**src/rtl/hp_align_stage_if.sv**
```systemverilog
// Handshake channels for the binary16 add/sub front end.
// hp_in_if carries operand pairs in; hp_out_if carries the aligned result out.
interface hp_in_if;
  logic        in_valid;
  logic        in_ready;
  logic [15:0] hp_inA;
  logic [15:0] hp_inB;
  logic        op;

  modport master (output in_valid, hp_inA, hp_inB, op, input in_ready);
  modport slave  (input in_valid, hp_inA, hp_inB, op, output in_ready);
endinterface

interface hp_out_if;
  logic        out_valid;
  logic        out_ready;
  logic [4:0]  big_exp;
  logic        sign_big;
  logic        sign_small;
  logic [13:0] mant_big;
  logic [13:0] mant_small;
  logic        eff_sub;
  logic        special_valid;
  logic [15:0] special_result;
  logic [1:0]  exceptions;

  modport master (output out_valid, big_exp, sign_big, sign_small, mant_big, mant_small,
                  eff_sub, special_valid, special_result, exceptions, input out_ready);
  modport slave  (input out_valid, big_exp, sign_big, sign_small, mant_big, mant_small,
                  eff_sub, special_valid, special_result, exceptions, output out_ready);
endinterface

```
**src/rtl/hp_align_stage.sv**
```systemverilog
// Two-stage binary16 add/sub front end: S1 unpacks, classifies and orders operands,
// S2 right-aligns the smaller mantissa with guard/round/sticky.
module hp_align_stage #(
  parameter int MW     = 14,
  parameter int SH_MAX = 13
) (
  input  logic       clk,
  input  logic       rst_n,
  input  logic       flush,
  hp_in_if.slave     in_bus,
  hp_out_if.master   out_bus
);
  localparam int FW = MW - 3;

  typedef struct packed {
    logic        valid;
    logic [15:0] result;
    logic [1:0]  exc;
  } spec_t;

  // b carries its post-op sign
  function automatic spec_t classify(input logic [15:0] a, input logic [15:0] b);
    logic nan_a, nan_b, inf_a, inf_b, zero_a, zero_b;
    spec_t s;
    nan_a  = (&a[14:10]) & (|a[9:0]);
    nan_b  = (&b[14:10]) & (|b[9:0]);
    inf_a  = (&a[14:10]) & ~(|a[9:0]);
    inf_b  = (&b[14:10]) & ~(|b[9:0]);
    zero_a = ~(|a[14:0]);
    zero_b = ~(|b[14:0]);
    s = '0;
    if (nan_a | nan_b | (inf_a & inf_b & (a[15] ^ b[15])))
      s = '{1'b1, 16'h7E00, 2'b01};
    else if (inf_a)
      s = '{1'b1, {a[15], 15'h7C00}, 2'b10};
    else if (inf_b)
      s = '{1'b1, {b[15], 15'h7C00}, 2'b10};
    else if (zero_a & zero_b)
      s = '{1'b1, {a[15] & b[15], 15'h0000}, 2'b00};
    return s;
  endfunction

  // Anything shifted past bit 0 folds into the sticky bit.
  function automatic logic [MW-1:0] align_small(input logic [MW-1:0] m, input logic [4:0] sh);
    logic [MW-1:0] lost_mask;
    if (int'(sh) >= SH_MAX)
      return {{(MW-1){1'b0}}, |m};
    lost_mask = (MW'(1) << sh) - MW'(1);
    return (m >> sh) | {{(MW-1){1'b0}}, |(m & lost_mask)};
  endfunction

  logic          s1_valid_q, s1_valid_d;
  logic [4:0]    s1_big_exp_q, s1_big_exp_d;
  logic          s1_sign_big_q, s1_sign_big_d;
  logic          s1_sign_small_q, s1_sign_small_d;
  logic [FW-1:0] s1_mant_big_q, s1_mant_big_d;
  logic [FW-1:0] s1_mant_small_q, s1_mant_small_d;
  logic [4:0]    s1_diff_q, s1_diff_d;
  spec_t         s1_spec_q, s1_spec_d;

  logic          s2_valid_q, s2_valid_d;
  logic [4:0]    s2_big_exp_q, s2_big_exp_d;
  logic          s2_sign_big_q, s2_sign_big_d;
  logic          s2_sign_small_q, s2_sign_small_d;
  logic [MW-1:0] s2_mant_big_q, s2_mant_big_d;
  logic [MW-1:0] s2_mant_small_q, s2_mant_small_d;
  logic          s2_eff_sub_q, s2_eff_sub_d;
  spec_t         s2_spec_q, s2_spec_d;

  logic s1_load, s2_load;
  assign s2_load = ~s2_valid_q | out_bus.out_ready;
  assign s1_load = ~s1_valid_q | s2_load;
  assign in_bus.in_ready = s1_load;

  logic [15:0]   b_op;
  logic [4:0]    eexp_a, eexp_b;
  logic [FW-1:0] man_a, man_b;
  logic          a_big;

  always_comb begin
    b_op   = {in_bus.hp_inB[15] ^ in_bus.op, in_bus.hp_inB[14:0]};
    eexp_a = (in_bus.hp_inA[14:10] == 5'd0) ? 5'd1 : in_bus.hp_inA[14:10];
    eexp_b = (b_op[14:10] == 5'd0) ? 5'd1 : b_op[14:10];
    man_a  = {in_bus.hp_inA[14:10] != 5'd0, in_bus.hp_inA[9:0]};
    man_b  = {b_op[14:10] != 5'd0, b_op[9:0]};
    a_big  = in_bus.hp_inA[14:0] >= b_op[14:0];
  end

  always_comb begin
    s1_valid_d      = s1_valid_q;
    s1_big_exp_d    = s1_big_exp_q;
    s1_sign_big_d   = s1_sign_big_q;
    s1_sign_small_d = s1_sign_small_q;
    s1_mant_big_d   = s1_mant_big_q;
    s1_mant_small_d = s1_mant_small_q;
    s1_diff_d       = s1_diff_q;
    s1_spec_d       = s1_spec_q;
    s2_valid_d      = s2_valid_q;
    s2_big_exp_d    = s2_big_exp_q;
    s2_sign_big_d   = s2_sign_big_q;
    s2_sign_small_d = s2_sign_small_q;
    s2_mant_big_d   = s2_mant_big_q;
    s2_mant_small_d = s2_mant_small_q;
    s2_eff_sub_d    = s2_eff_sub_q;
    s2_spec_d       = s2_spec_q;

    if (s1_load) s1_valid_d = in_bus.in_valid;
    if (s2_load) s2_valid_d = s1_valid_q;
    if (flush) begin
      s1_valid_d = 1'b0;
      s2_valid_d = 1'b0;
    end

    // S1: unpack, order by magnitude, classify specials
    if (s1_load && in_bus.in_valid) begin
      s1_big_exp_d    = a_big ? eexp_a : eexp_b;
      s1_sign_big_d   = a_big ? in_bus.hp_inA[15] : b_op[15];
      s1_sign_small_d = a_big ? b_op[15] : in_bus.hp_inA[15];
      s1_mant_big_d   = a_big ? man_a : man_b;
      s1_mant_small_d = a_big ? man_b : man_a;
      s1_diff_d       = a_big ? (eexp_a - eexp_b) : (eexp_b - eexp_a);
      s1_spec_d       = classify(in_bus.hp_inA, b_op);
    end

    // S2: align the small mantissa; specials zero both mantissas
    if (s2_load && s1_valid_q) begin
      s2_big_exp_d    = s1_big_exp_q;
      s2_sign_big_d   = s1_sign_big_q;
      s2_sign_small_d = s1_sign_small_q;
      s2_eff_sub_d    = s1_sign_big_q ^ s1_sign_small_q;
      s2_spec_d       = s1_spec_q;
      s2_mant_big_d   = s1_spec_q.valid ? '0 : {s1_mant_big_q, 3'b000};
      s2_mant_small_d = s1_spec_q.valid ? '0 : align_small({s1_mant_small_q, 3'b000}, s1_diff_q);
    end
  end

  always_ff @(posedge clk or negedge rst_n) begin
    if (!rst_n) begin
      s1_valid_q      <= 1'b0;
      s1_big_exp_q    <= '0;
      s1_sign_big_q   <= 1'b0;
      s1_sign_small_q <= 1'b0;
      s1_mant_big_q   <= '0;
      s1_mant_small_q <= '0;
      s1_diff_q       <= '0;
      s1_spec_q       <= '0;
      s2_valid_q      <= 1'b0;
      s2_big_exp_q    <= '0;
      s2_sign_big_q   <= 1'b0;
      s2_sign_small_q <= 1'b0;
      s2_mant_big_q   <= '0;
      s2_mant_small_q <= '0;
      s2_eff_sub_q    <= 1'b0;
      s2_spec_q       <= '0;
    end else begin
      s1_valid_q      <= s1_valid_d;
      s1_big_exp_q    <= s1_big_exp_d;
      s1_sign_big_q   <= s1_sign_big_d;
      s1_sign_small_q <= s1_sign_small_d;
      s1_mant_big_q   <= s1_mant_big_d;
      s1_mant_small_q <= s1_mant_small_d;
      s1_diff_q       <= s1_diff_d;
      s1_spec_q       <= s1_spec_d;
      s2_valid_q      <= s2_valid_d;
      s2_big_exp_q    <= s2_big_exp_d;
      s2_sign_big_q   <= s2_sign_big_d;
      s2_sign_small_q <= s2_sign_small_d;
      s2_mant_big_q   <= s2_mant_big_d;
      s2_mant_small_q <= s2_mant_small_d;
      s2_eff_sub_q    <= s2_eff_sub_d;
      s2_spec_q       <= s2_spec_d;
    end
  end

  assign out_bus.out_valid      = s2_valid_q;
  assign out_bus.big_exp        = s2_big_exp_q;
  assign out_bus.sign_big       = s2_sign_big_q;
  assign out_bus.sign_small     = s2_sign_small_q;
  assign out_bus.mant_big       = s2_mant_big_q;
  assign out_bus.mant_small     = s2_mant_small_q;
  assign out_bus.eff_sub        = s2_eff_sub_q;
  assign out_bus.special_valid  = s2_spec_q.valid;
  assign out_bus.special_result = s2_spec_q.result;
  assign out_bus.exceptions     = s2_spec_q.exc;
endmodule

```
**src/flat_wrapper.sv**
```systemverilog
// flat-port wrapper written by rule: the top's interface ports become plain ports
module hp_align_stage_flat 
#(
  parameter int MW     = 14,
  parameter int SH_MAX = 13
)
  (clk, rst_n, flush, in_bus_in_valid, in_bus_hp_inA, in_bus_hp_inB, in_bus_op, in_bus_in_ready, out_bus_out_valid, out_bus_big_exp, out_bus_sign_big, out_bus_sign_small, out_bus_mant_big, out_bus_mant_small, out_bus_eff_sub, out_bus_special_valid, out_bus_special_result, out_bus_exceptions, out_bus_out_ready);
  hp_in_if in_bus_i ();
  hp_out_if out_bus_i ();
  input  logic clk;
  input  logic rst_n;
  input  logic flush;
  input wire logic [$bits(in_bus_i.in_valid)-1:0] in_bus_in_valid;
  input wire logic [$bits(in_bus_i.hp_inA)-1:0] in_bus_hp_inA;
  input wire logic [$bits(in_bus_i.hp_inB)-1:0] in_bus_hp_inB;
  input wire logic [$bits(in_bus_i.op)-1:0] in_bus_op;
  output wire logic [$bits(in_bus_i.in_ready)-1:0] in_bus_in_ready;
  output wire logic [$bits(out_bus_i.out_valid)-1:0] out_bus_out_valid;
  output wire logic [$bits(out_bus_i.big_exp)-1:0] out_bus_big_exp;
  output wire logic [$bits(out_bus_i.sign_big)-1:0] out_bus_sign_big;
  output wire logic [$bits(out_bus_i.sign_small)-1:0] out_bus_sign_small;
  output wire logic [$bits(out_bus_i.mant_big)-1:0] out_bus_mant_big;
  output wire logic [$bits(out_bus_i.mant_small)-1:0] out_bus_mant_small;
  output wire logic [$bits(out_bus_i.eff_sub)-1:0] out_bus_eff_sub;
  output wire logic [$bits(out_bus_i.special_valid)-1:0] out_bus_special_valid;
  output wire logic [$bits(out_bus_i.special_result)-1:0] out_bus_special_result;
  output wire logic [$bits(out_bus_i.exceptions)-1:0] out_bus_exceptions;
  input wire logic [$bits(out_bus_i.out_ready)-1:0] out_bus_out_ready;
  assign in_bus_i.in_valid = in_bus_in_valid;
  assign in_bus_i.hp_inA = in_bus_hp_inA;
  assign in_bus_i.hp_inB = in_bus_hp_inB;
  assign in_bus_i.op = in_bus_op;
  assign in_bus_in_ready = in_bus_i.in_ready;
  assign out_bus_out_valid = out_bus_i.out_valid;
  assign out_bus_big_exp = out_bus_i.big_exp;
  assign out_bus_sign_big = out_bus_i.sign_big;
  assign out_bus_sign_small = out_bus_i.sign_small;
  assign out_bus_mant_big = out_bus_i.mant_big;
  assign out_bus_mant_small = out_bus_i.mant_small;
  assign out_bus_eff_sub = out_bus_i.eff_sub;
  assign out_bus_special_valid = out_bus_i.special_valid;
  assign out_bus_special_result = out_bus_i.special_result;
  assign out_bus_exceptions = out_bus_i.exceptions;
  assign out_bus_i.out_ready = out_bus_out_ready;
  hp_align_stage #(.MW(MW), .SH_MAX(SH_MAX)) u_core (.clk(clk), .rst_n(rst_n), .flush(flush), .in_bus(in_bus_i), .out_bus(out_bus_i));
endmodule
```
**config.mk**
```make
export PLATFORM = sky130hd
export DESIGN_NAME = hp_align_stage_flat
export DESIGN_NICKNAME = d
export VERILOG_FILES = /design/src/rtl/hp_align_stage_if.sv /design/src/rtl/hp_align_stage.sv /design/src/flat_wrapper.sv
export SDC_FILE = /design/constraint.sdc
export NUM_CORES = 1
export LEC_CHECK = 0
export CAP_MARGIN = 25
export CELL_PAD_IN_SITES_DETAIL_PLACEMENT = 2
export CELL_PAD_IN_SITES_GLOBAL_PLACEMENT = 2
export CORE_ASPECT_RATIO = 0.7
export CORE_MARGIN = 1
export CORE_UTILIZATION = 34
export DETAILED_ROUTE_END_ITERATION = 8
export PLACE_DENSITY = 0.9
export REMOVE_ABC_BUFFERS = 1
export SYNTH_ARGS = -nofsm -noshare
export SYNTH_HDL_FRONTEND = slang
export SYNTH_SLANG_ARGS = --single-unit
```
**constraint.sdc**
```tcl
create_clock -name clk -period 3.6 [get_ports clk]
set_input_delay 0.72 -clock clk [delete_from_list [all_inputs] [get_ports clk]]
set_output_delay 0.72 -clock clk [all_outputs]
set_load 0.005 [all_outputs]
```
==> summary.txt, run 1 <==
outcome -> complete, no violations
Skew-Pair Late Insertion Delay -> 0.35 ns
sequential area share after synthesis -> 40.45%
GPL Wtd Cong -> 0.8574
VDD IR-drop max -> 0.2614 mV
Hold Path Class -> input pin to asynchronous set/reset pin
CTS tree -> built
first-pass GRT wire length -> 25960 microns
final setup violation count -> 0
share of total power in combinational logic -> 28.5%
setup_tns -> 0 ns
antenna violations before repair -> 0
Final nets -> 675
critical path required time -> 3.83 ns
max_cap viols -> 0
Max-slew headroom -> 46.30%
CP arrival -> 3.48 ns
Internal -> 2013 uW
clk sinks -> 79
routed length per placed instance -> 19.91 microns
GRT Resource Usage Total -> 22.91%
worst-margin pin slew -> 0.8055 ns
worst clock skew -> 0.007569 ns
synth warn -> 0
Mapped Area -> 4887 sq um
Max clock buf depth -> 2
grt met2 use -> 38.09%
Die Ht -> 102.3 microns
M3 GR Usage -> 4.866%
vias in the first global route -> 4664
switching pwr -> 957.7 uW
post-DP HPWL -> 12090 microns
CP max FO -> 20
most common cell after layout, fill and taps aside -> clkdlybuf4s50_1
postcts setup bufs -> 0
I/O pin count -> 95
IO Port Bufs -> 82
Cell Rows -> 36
P&R area growth vs syn -> 25.19%
Reg2Reg Depth -> 6
kind of start point of the critical path -> input pin
Period Utilization, post-route -> 90.02%
register share of total power -> 40.6%
Reg2Reg Capture Point -> u_core.out_bus.mant_small[0]$_DFFE_PN0P_
fmax -> 308.6 MHz
ys async rst share -> 100.0%
H-tree Lvls -> 3
total CTS buffers -> 9
antenna viol nets, final -> 0
Cell variety after synth -> 55
Core ar. -> 13960 sq um
placed insts -> 789
drt initial violations -> 123
Crit Path Category -> input pin to flop
final hold vios -> 0
Non-Filler Instances -> 806
RSZ-0062 raised after global routing -> false
crit end category -> flop
clock transition at the registers of the reported paths -> 0.06 ns
clock power share -> 31.0%
Synth Area per Inst -> 8.886 sq um
CTS root buffer -> clkbuf_16
ys flop type -> dfrtp_1
GR Util met1 -> 29.75%
largest net degree at the start of global routing -> 80
EDFF count, synth -> 0
die area -> 14870 sq um
Gate Count Post-Synth -> 550
GR Overflow Total -> 0
post-DR vias/cell -> 5.336
die width -> 145.3 microns
hold buffers post-CTS -> 0
Pins Over Slew Limit -> 0
n_diodes -> 0
First-pass DRT Iterations -> 4
# resized after CTS -> 0
Vias -> 4301
Period minus WS final -> 3.241 ns
DRC viols -> 0
commonest non-fill, non-tap cells in the layout -> 81 x clkdlybuf4s50_1, 79 x dfrtp_1, 68 x nand2_1
Lkg Pwr -> 0.002734 uW
Sw Ratio -> 32.23%
share of cells above drive strength 1 -> 7.792%
Starting Density -> 35.00%
busiest grt layer -> met2
reg2reg setup slack -> 1.21 ns
number of synthesized register bits -> 79
P per Cell Area -> 485.6 nW/um^2
final WL -> 16050 microns
Worst R2R Start -> u_core.s1_diff_q[1]$_DFFE_PN0P_
==> layout make-up <==
| type | count | area [sq um] |
|---|---|---|
| Inverter | 34 | 127.6 |
| Fill cell | 1545 | 7845 |
| Clock inverter | 3 | 15.01 |
| Multi-Input combinational cell | 395 | 2555 |
| Tap cell | 190 | 237.7 |
| Clock buffer | 13 | 280.3 |
| Sequential cell | 79 | 1977 |
| Timing Repair Buffer | 92 | 925.9 |
==> power groups by stage <==
stage	sequential [uW]	clock [uW]	combinational [uW]
global route	1230	977	933
global placement	1200	0	796
finish	1210	920	846
floorplan	1180	0	411
CTS	1200	949	851
detailed placement	1220	0	845
==> logic make-up after synthesis <==
logic type	share of synthesized area (%)
simple gates	16.92
xor+xnor	0.5377
buf+inv	8.218
mux	9.268
fa+ha+maj	6.964
flops	40.45
compound gates	17.56
other cells	0.07673
==> worst max path at each step <==
stage	from	endpoint	slack, ns
after floorplan	in_bus_hp_inB[11]	u_core.s1_diff_q[2]$_DFFE_PN0P_	0.78
after global placement	in_bus_hp_inB[13]	u_core.s1_diff_q[2]$_DFFE_PN0P_	0.15
after detailed placement	in_bus_hp_inB[12]	u_core.s1_mant_small_q[6]$_DFFE_PN0P_	0.01
after CTS	in_bus_hp_inB[12]	u_core.s1_mant_small_q[6]$_DFFE_PN0P_	0.39
after global routing	in_bus_hp_inB[13]	u_core.s1_mant_small_q[6]$_DFFE_PN0P_	0.20
final	in_bus_hp_inB[12]	u_core.s1_mant_small_q[6]$_DFFE_PN0P_	0.36
==> cell usage after synthesis, types with 2 or more instances <==
library cell,count,area share [%]
buf_2,6,0.61
mux2_1,3,0.69
nand2b_1,12,1.5
mux2_2,15,3.5
dfrtp_1,79,40
o22ai_1,2,0.26
nor3_1,18,1.8
mux2i_1,25,5.1
a21oi_1,39,4.0
o221ai_1,2,0.36
a32oi_1,2,0.36
inv_1,34,2.6
a211oi_1,6,0.92
a2111o_1,3,0.69
a21o_1,2,0.31
nor2b_1,5,0.64
buf_1,2,0.15
nor4_1,8,1.0
buf_4,18,2.8
nand4b_1,4,0.72
and3_1,2,0.26
or4_1,3,0.46
and2_1,5,0.64
nand3_1,10,1.0
a211o_1,2,0.36
xor2_1,2,0.36
clkbuf_1,27,2.1
o21ai_0,31,3.2
a22o_1,7,1.3
nor2_1,26,2.0
nand2_1,69,5.3
fa_1,2,0.82
nand4_1,4,0.51
o21ai_1,30,3.1
o21bai_1,2,0.31
ha_1,24,6.1
==> routing by layer <==
| metal | up-vias | routed length [microns] |
|---|---|---|
| met3 | 29 | 695 |
| met1 | 2157 | 7532 |
| met5 | - | 0 |
| met2 | 102 | 7484 |
| met4 | 0 | 337 |
| li1 | 2013 | - |
==> per-stage QoR <==
step / cell area (sq um) / power, uW / hold slack (ns) / worst slack [ns] / utilization [%]
global route: 6118 / 3136 / 0.2782 / 0.2032 / 43.82
floorplan: 4654 / 1587 / 0.4244 / 0.7773 / -
CTS: 6091 / 3005 / 0.4835 / 0.3904 / 43.62
detailed placement: 5796 / 2062 / 0.4692 / 0.01055 / 41.51
global placement: 5796 / 1998 / 0.4614 / 0.1457 / 41.51
finish: 6118 / 2971 / 0.2686 / 0.3591 / 43.82
==> critical path, cell delays in order <==
cell	delay, ns
clkdlybuf4s50_1	0.57
inv_1	0.10
ha_1	0.31
nand4_1	0.28
a2111o_1	0.45
o21bai_4	0.21
nand2_2	0.13
buf_4	0.30
mux2i_1	0.31
o21ai_1	0.09
==> sequential cells by signal, indices dropped and copies added, names as in the netlist, 2 cells and up <==
| name | flops |
|---|---|
| u_core.s1_spec_q | 5 |
| u_core.out_bus.big_exp | 5 |
| u_core.s1_mant_big_q | 11 |
| u_core.out_bus.mant_small | 14 |
| u_core.s1_mant_small_q | 11 |
| u_core.out_bus.exceptions | 2 |
| u_core.s1_diff_q | 5 |
| u_core.s1_big_exp_q | 5 |
| u_core.out_bus.mant_big | 11 |
| u_core.out_bus.special_result | 2 |
(Power assumes the default switching activity.)
==> run 2, diff against run 1 <==
--- a/config.mk
+++ b/config.mk
@@ -13,7 +13,6 @@
 export CORE_UTILIZATION = 34
 export DETAILED_ROUTE_END_ITERATION = 8
 export PLACE_DENSITY = 0.9
-export REMOVE_ABC_BUFFERS = 1
 export SYNTH_ARGS = -nofsm -noshare
 export SYNTH_HDL_FRONTEND = slang
 export SYNTH_SLANG_ARGS = --single-unit
==> run 2 against run 1 <==
Against the previous run: global-route usage grew 1.5 points; final cell count grew 0.37%; core utilization grew 0.072 points; clock power shrank 5.7%; clock skew grew 0.00051 ns; critical path type unchanged; critical endpoint is now u_core.s1_diff_q[4]$_DFFE_PN0P_; largest cell class unchanged; largest power group unchanged; highest routed layer unchanged.
==> summary.txt, run 2 (same netlist as run 1, synthesis figures left out) <==
routed length per placed instance -> 21.06 microns (+5.8%)
clock power share -> 29.5% (-1.5 points)
IO Port Bufs -> 82 (unchanged)
Worst R2R Start -> u_core.s1_diff_q[0]$_DFFE_PN0P_
kind of start point of the critical path -> input pin
Hold Path Class -> input pin to asynchronous set/reset pin
setup_tns -> 0 ns (unchanged)
# resized after CTS -> 0 (unchanged)
worst-path cell chain -> clkdlybuf4s50_1 -> or4_1 -> nor2_1 -> nor2_1 -> ha_1 -> fa_1 -> inv_1 -> a21oi_1 -> o221ai_1 -> a211o_1 -> nand3_1
most frequent CP cell -> nor2_1
share of cells above drive strength 1 -> 8.078% (+0.29 points)
Die Ht -> 102.3 microns (unchanged)
P per Cell Area -> 480.6 nW/um^2 (-1.0%)
worst clock skew -> 0.008075 ns (+0.0005060 ns)
largest net degree at the start of global routing -> 80 (unchanged)
share of total power in combinational logic -> 29.5% (+1.0 points)
GPL Wtd Cong -> 0.8751 (+2.1%)
outcome -> complete, no violations
die width -> 145.3 microns (unchanged)
final WL -> 17040 microns (+6.2%)
max_cap viols -> 0 (unchanged)
Skew-Pair Late Insertion Delay -> 0.34 ns (about the same)
Crit Path Category -> input pin to flop
critical path required time -> 3.83 ns (about the same)
First-pass DRT Iterations -> 6 (+2)
Internal -> 1962 uW (-2.6%)
antenna violations before repair -> 0 (unchanged)
I/O pin count -> 95 (unchanged)
final hold vios -> 0 (unchanged)
CP arrival -> 3.44 ns (-0.04 ns)
Critical Path Source -> in_bus_hp_inA[13]
DRC viols -> 0 (unchanged)
drt initial violations -> 195 (+59%)
final setup violation count -> 0 (unchanged)
Pins Over Slew Limit -> 0 (unchanged)
Final nets -> 679 (+0.59%)
post-DR vias/cell -> 5.384 (+0.90%)
clk sinks -> 79 (unchanged)
CTS root buffer -> clkbuf_16
commonest non-fill, non-tap cells in the layout -> 81 x clkdlybuf4s50_1, 79 x dfrtp_1, 68 x nand2_1
worst-margin pin slew -> 0.8954 ns (+0.08991 ns)
CP max FO -> 6 (-70%)
max FFs per register -> 14 (unchanged)
vias in the first global route -> 4869 (+4.4%)
die area -> 14870 sq um (unchanged)
antenna viol nets, final -> 0 (unchanged)
first-pass GRT wire length -> 27900 microns (+7.5%)
switching pwr -> 983.5 uW (+2.7%)
most common cell after layout, fill and taps aside -> clkdlybuf4s50_1
CP peak stage delay -> 0.60 ns (+0.03 ns)
GRT Resource Usage Total -> 24.42% (+1.5 points)
fmax -> 311.0 MHz (+0.79%)
Core ar. -> 13960 sq um (unchanged)
clock transition at the registers of the reported paths -> 0.07 ns (about the same)
postcts setup bufs -> 0 (unchanged)
Period Utilization, post-route -> 89.32% (-0.70 points)
Sw Ratio -> 33.39% (+1.2 points)
Max clock buf depth -> 2 (unchanged)
CP max stage cell -> or4_1
crit end category -> flop
post-DP HPWL -> 12810 microns (+5.9%)
hold buffers post-CTS -> 0 (unchanged)
Period minus WS final -> 3.216 ns (-0.02529 ns)
Vias -> 4356 (+1.3%)
Lkg Pwr -> 0.002729 uW (-0.18%)
Starting Density -> 35.00% (unchanged)
H-tree Lvls -> 3 (unchanged)
Cell Rows -> 36 (unchanged)
P&R area growth vs syn -> 25.40%
Layout Utilization -> 43.89% (+0.072 points)
RSZ-0062 raised after global routing -> false
fill count -> 1579 (+2.2%)
Max-slew headroom -> 39.76% (-6.5 points)
total CTS buffers -> 9 (unchanged)
n_diodes -> 0 (unchanged)
register share of total power -> 41.0% (+0.4 points)
CTS tree -> built
VDD IR-drop max -> 0.2219 mV (-15%)
GR Overflow Total -> 0 (unchanged)
run 2: changes by cell type in the layout (fill, tap and decap cells not counted), sizes merged:
cell / previous run / this run
clkinvlp: 0 / 2
clkinv: 3 / 2
clkbuf: 13 / 11
buf: 11 / 15
run 2: power groups by stage:
stage / sequential [uW] / combinational (uW) / clock, uW
after floorplan: 1140 / 485 / 0
after CTS: 1210 / 871 / 897
after global placement: 1210 / 815 / 0
after detailed placement: 1220 / 856 / 0
final: 1210 / 868 / 868
after global routing: 1230 / 959 / 927
run 2: final timing paths:
path / end / slack (ns) / cells after the start
worst max-delay path: u_core.s1_diff_q[4]$_DFFE_PN0P_ / 0.38 / 11
worst min register to register: u_core.out_bus.mant_small[3]$_DFFE_PN0P_ / 0.47 / 1
worst min-delay path: u_core.out_bus.special_result[14]$_DFFE_PN0P_ / 0.32 / 1
worst max register to register: u_core.out_bus.mant_small[0]$_DFFE_PN0P_ / 1.18 / 6
min in group clk: u_core.out_bus.mant_small[3]$_DFFE_PN0P_ / 0.47 / 1
max in group asynchronous: u_core.out_bus.mant_big[3]$_DFFE_PN0P_ / 2.67 / 2
run 2: worst max-delay path: cells and delay by family:
kind / cells / cell delay (ns)
AOI/OAI and AO/OA: 3 / 0.49
adders and majority gates: 2 / 0.59
buffers and inverters: 2 / 0.66
and+or+nand+nor: 4 / 0.98
run 2: metrics by stage:
stage | instances | area [sq um] | hold slack, ns | power [uW] | setup WS (ns)
3_3_place_gp | 793 | 5826 | 0.4622 | 2022 | 0.1692
5_1_grt | 809 | 6128 | 0.3299 | 3119 | 0.2805
6_report | 809 | 6128 | 0.3193 | 2945 | 0.3844
3_5_place_dp | 793 | 5826 | 0.4650 | 2076 | 0.07367
4_1_cts | 808 | 6101 | 0.4792 | 2976 | 0.4121
2_1_floorplan | 561 | 4928 | 0.4244 | 1626 | 0.7828
run 2: routing by layer:
metal  track usage, %  vias up  wire length (microns)
li1                 -     2016                      -
met1            32.22     2224                   8068
met2            41.79      104                   8000
met3            4.955       12                    849
met4            5.263        0                    121
met5                0        -                      0
run 2: final cells by class:
| class | instances | area [sq um] | area share [%] |
|---|---|---|---|
| Multi-Input combinational cell | 395 | 2555 | 41.69 |
| Sequential cell | 79 | 1977 | 32.26 |
| Timing Repair Buffer | 96 | 955.9 | 15.60 |
| Clock buffer | 11 | 242.7 | 3.961 |
| Tap cell | 190 | 237.7 | 3.879 |
| Inverter | 34 | 127.6 | 2.082 |
| Clock inverter | 4 | 32.53 | 0.5308 |
==> run 3, diff against run 2 <==
--- a/config.mk
+++ b/config.mk
@@ -10,9 +10,11 @@
 export CELL_PAD_IN_SITES_GLOBAL_PLACEMENT = 2
 export CORE_ASPECT_RATIO = 0.7
 export CORE_MARGIN = 1
-export CORE_UTILIZATION = 34
+export CORE_UTILIZATION = 43
+export CTS_BUF_LIST = sky130_fd_sc_hd__clkbuf_8
 export DETAILED_ROUTE_END_ITERATION = 8
-export PLACE_DENSITY = 0.9
+export DONT_BUFFER_PORTS = 1
+export PLACE_DENSITY = 0.92
 export SYNTH_ARGS = -nofsm -noshare
 export SYNTH_HDL_FRONTEND = slang
 export SYNTH_SLANG_ARGS = --single-unit
==> run 3 against run 2 <==
Against the previous run: critical path depth fell by 3; via count is 7.8% lower; largest cell class unchanged; highest routed layer unchanged; first-iteration DRC count is 4.1% lower.
==> summary.txt, run 3 (same netlist as run 1, synthesis figures left out) <==
outcome -> complete, no violations
clock transition at the registers of the reported paths -> 0.08 ns (about the same)
hold buffers post-CTS -> 0 (unchanged)
max FFs per register -> 14 (unchanged)
die area -> 11800 sq um (-21%)
clock power share -> 29.4% (about the same)
CP Buf/Inv Count -> 0 (-2)
P per Cell Area -> 499.9 nW/um^2 (+4.0%)
Starting Density -> 44.23% (+9.2 points)
RSZ-0062 raised after global routing -> false
I/O pin count -> 95 (unchanged)
final setup violation count -> 0 (unchanged)
first-pass GRT wire length -> 24880 microns (-11%)
Die Ht -> 91.20 microns (-11%)
CP peak stage delay -> 0.54 ns (-0.06 ns)
share of total power in combinational logic -> 22.5% (-7.0 points)
post-DR vias/cell -> 5.887 (+9.3%)
total CTS buffers -> 9 (unchanged)
Lkg Pwr -> 0.002354 uW (-14%)
Crit Path Category -> input pin to flop
n_diodes -> 0 (unchanged)
CP arrival -> 3.01 ns (-0.43 ns)
Core ar. -> 11050 sq um (-21%)
DRC viols -> 0 (unchanged)
drt initial violations -> 187 (-4.1%)
clk sinks -> 79 (unchanged)
largest net degree at the start of global routing -> 80 (unchanged)
CP max stage cell -> or4_1
Skew-Pair Late Insertion Delay -> 0.37 ns (+0.03 ns)
routed length per placed instance -> 23.32 microns (+11%)
setup_tns -> 0 ns (unchanged)
Tot Pwr -> 2558 uW (-13%)
Final WS setup -> 0.8862 ns (+0.5018 ns)
worst-margin pin slew -> 0.9042 ns (+0.008780 ns)
CP max FO -> 6 (unchanged)
worst clock skew -> 0.005497 ns (-0.002577 ns)
share of cells above drive strength 1 -> 7.940% (-0.14 points)
Period minus WS final -> 2.714 ns (-0.5018 ns)
most common cell after layout, fill and taps aside -> dfrtp_1
Sw Ratio -> 34.19% (+0.80 points)
Final nets -> 589 (-13%)
commonest non-fill, non-tap cells in the layout -> 79 x dfrtp_1, 68 x nand2_1, 39 x a21oi_1
GR Overflow Total -> 0 (unchanged)
max_cap viols -> 0 (unchanged)
final WL -> 15910 microns (-6.6%)
Cell Rows -> 32 (-11%)
post-DP HPWL -> 11740 microns (-8.3%)
die width -> 129.4 microns (-11%)
crit end category -> flop
antenna viol nets, final -> 0 (unchanged)
IO Port Bufs -> 0 (-100%)
First-pass DRT Iterations -> 4 (-2)
Pins Over Slew Limit -> 0 (unchanged)
postcts setup bufs -> 0 (unchanged)
vias in the first global route -> 4386 (-9.9%)
Max clock buf depth -> 2 (unchanged)
GRT Resource Usage Total -> 28.51% (+4.1 points)
CTS tree -> built
H-tree Lvls -> 3 (unchanged)
kind of start point of the critical path -> input pin
antenna violations before repair -> 0 (unchanged)
VDD IR-drop max -> 0.2102 mV (-5.3%)
final hold vios -> 0 (unchanged)
register share of total power -> 48.2% (+7.2 points)
Hold Path Class -> input pin to asynchronous set/reset pin
# resized after CTS -> 0 (unchanged)
dpl ws -> 0.5867 ns (+0.5130 ns)
worst-path cell chain -> or4_1 -> nor2_1 -> nor2_1 -> ha_1 -> fa_1 -> and3_4 -> or4_1 -> nand3_1
fmax -> 368.5 MHz (+18%)
switching pwr -> 874.5 uW (-11%)
Max-slew headroom -> 39.72% (about the same)
Period Utilization, post-route -> 75.38% (-14 points)
critical path required time -> 3.90 ns (+0.07 ns)
P&R area growth vs syn -> 4.685%
GPL Wtd Cong -> 0.8873 (+1.4%)
Vias -> 4015 (-7.8%)
CTS root buffer -> clkbuf_8
Top delay family on crit path -> simple AND/OR/NAND/NOR gates
Internal -> 1683 uW (-14%)
## run 3: cell count changes in the layout (fill, tap and decap cells not counted), sizes merged
| cell | change |
|---|---|
| clkdlybuf4s50 | -81 |
| buf | -9 |
| bufinv | +2 |
| clkinvlp | -2 |
| clkbuf | -1 |
| clkinv | +1 |
## run 3: per-layer routing
layer | vias to the layer above | part of all wire [%] | global-route usage, %
met3 | 17 | 5.9 | 7.896
met5 | - | 0 | 0
met4 | 0 | 1.5 | 7.946
met2 | 113 | 46 | 44.13
met1 | 2044 | 47 | 38.91
li1 | 1841 | - | -
## run 3: final cells by class
cell class	instances	area, sq um
repair buffers	6	45.04
multi-input cells	395	2555
fillers	1229	5934
inverters	34	127.6
clock buffers	10	137.6
well taps	153	191.4
clock inverters	5	82.58
flip-flops and latches	79	1977
## run 3: final timing paths
check	depth (start not counted)	slack (ns)	to	from
max	8	0.89	u_core.s1_diff_q[2]$_DFFE_PN0P_	in_bus_hp_inB[11]
min	0	0.05	u_core.out_bus.out_valid$_DFFE_PN0P_	rst_n
max reg2reg	6	1.09	u_core.out_bus.mant_small[0]$_DFFE_PN0P_	u_core.s1_diff_q[1]$_DFFE_PN0P_
min reg2reg	2	0.50	u_core.s1_big_exp_q[3]$_DFFE_PN0P_	u_core.s1_big_exp_q[3]$_DFFE_PN0P_
max in group asynchronous	0	3.40	u_core.s1_mant_big_q[2]$_DFFE_PN0P_	rst_n
min in group clk	1	0.41	u_core.s1_valid_q$_DFFE_PN0P_	flush
## run 3: metrics by stage
stage	util (%)	std cells	hold slack [ns]	area [sq um]
after floorplan	-	561	0.4244	4928
after global placement	44.30	667	0.4268	4896
after detailed placement	44.30	667	0.4265	4896
after CTS	46.30	682	0.02037	5116
after global routing	46.30	682	0.01133	5116
final	46.30	682	0.04541	5116
## run 3: worst register-to-register path: cells and delay by family, from the launching register on
family / cells / cell delay, ns
flops: 1 / 0.88
mux: 3 / 0.80
compound gates: 3 / 0.70
## run 3: power groups by stage
| stage | Clock (uW) | Combinational (uW) | Sequential, uW |
|---|---|---|---|
| 6_report | 751 | 574 | 1230 |
| 5_1_grt | 801 | 636 | 1250 |
| 4_1_cts | 774 | 576 | 1230 |
| 3_5_place_dp | 0 | 563 | 1250 |
| 3_3_place_gp | 0 | 519 | 1230 |
| 2_1_floorplan | 0 | 485 | 1140 |
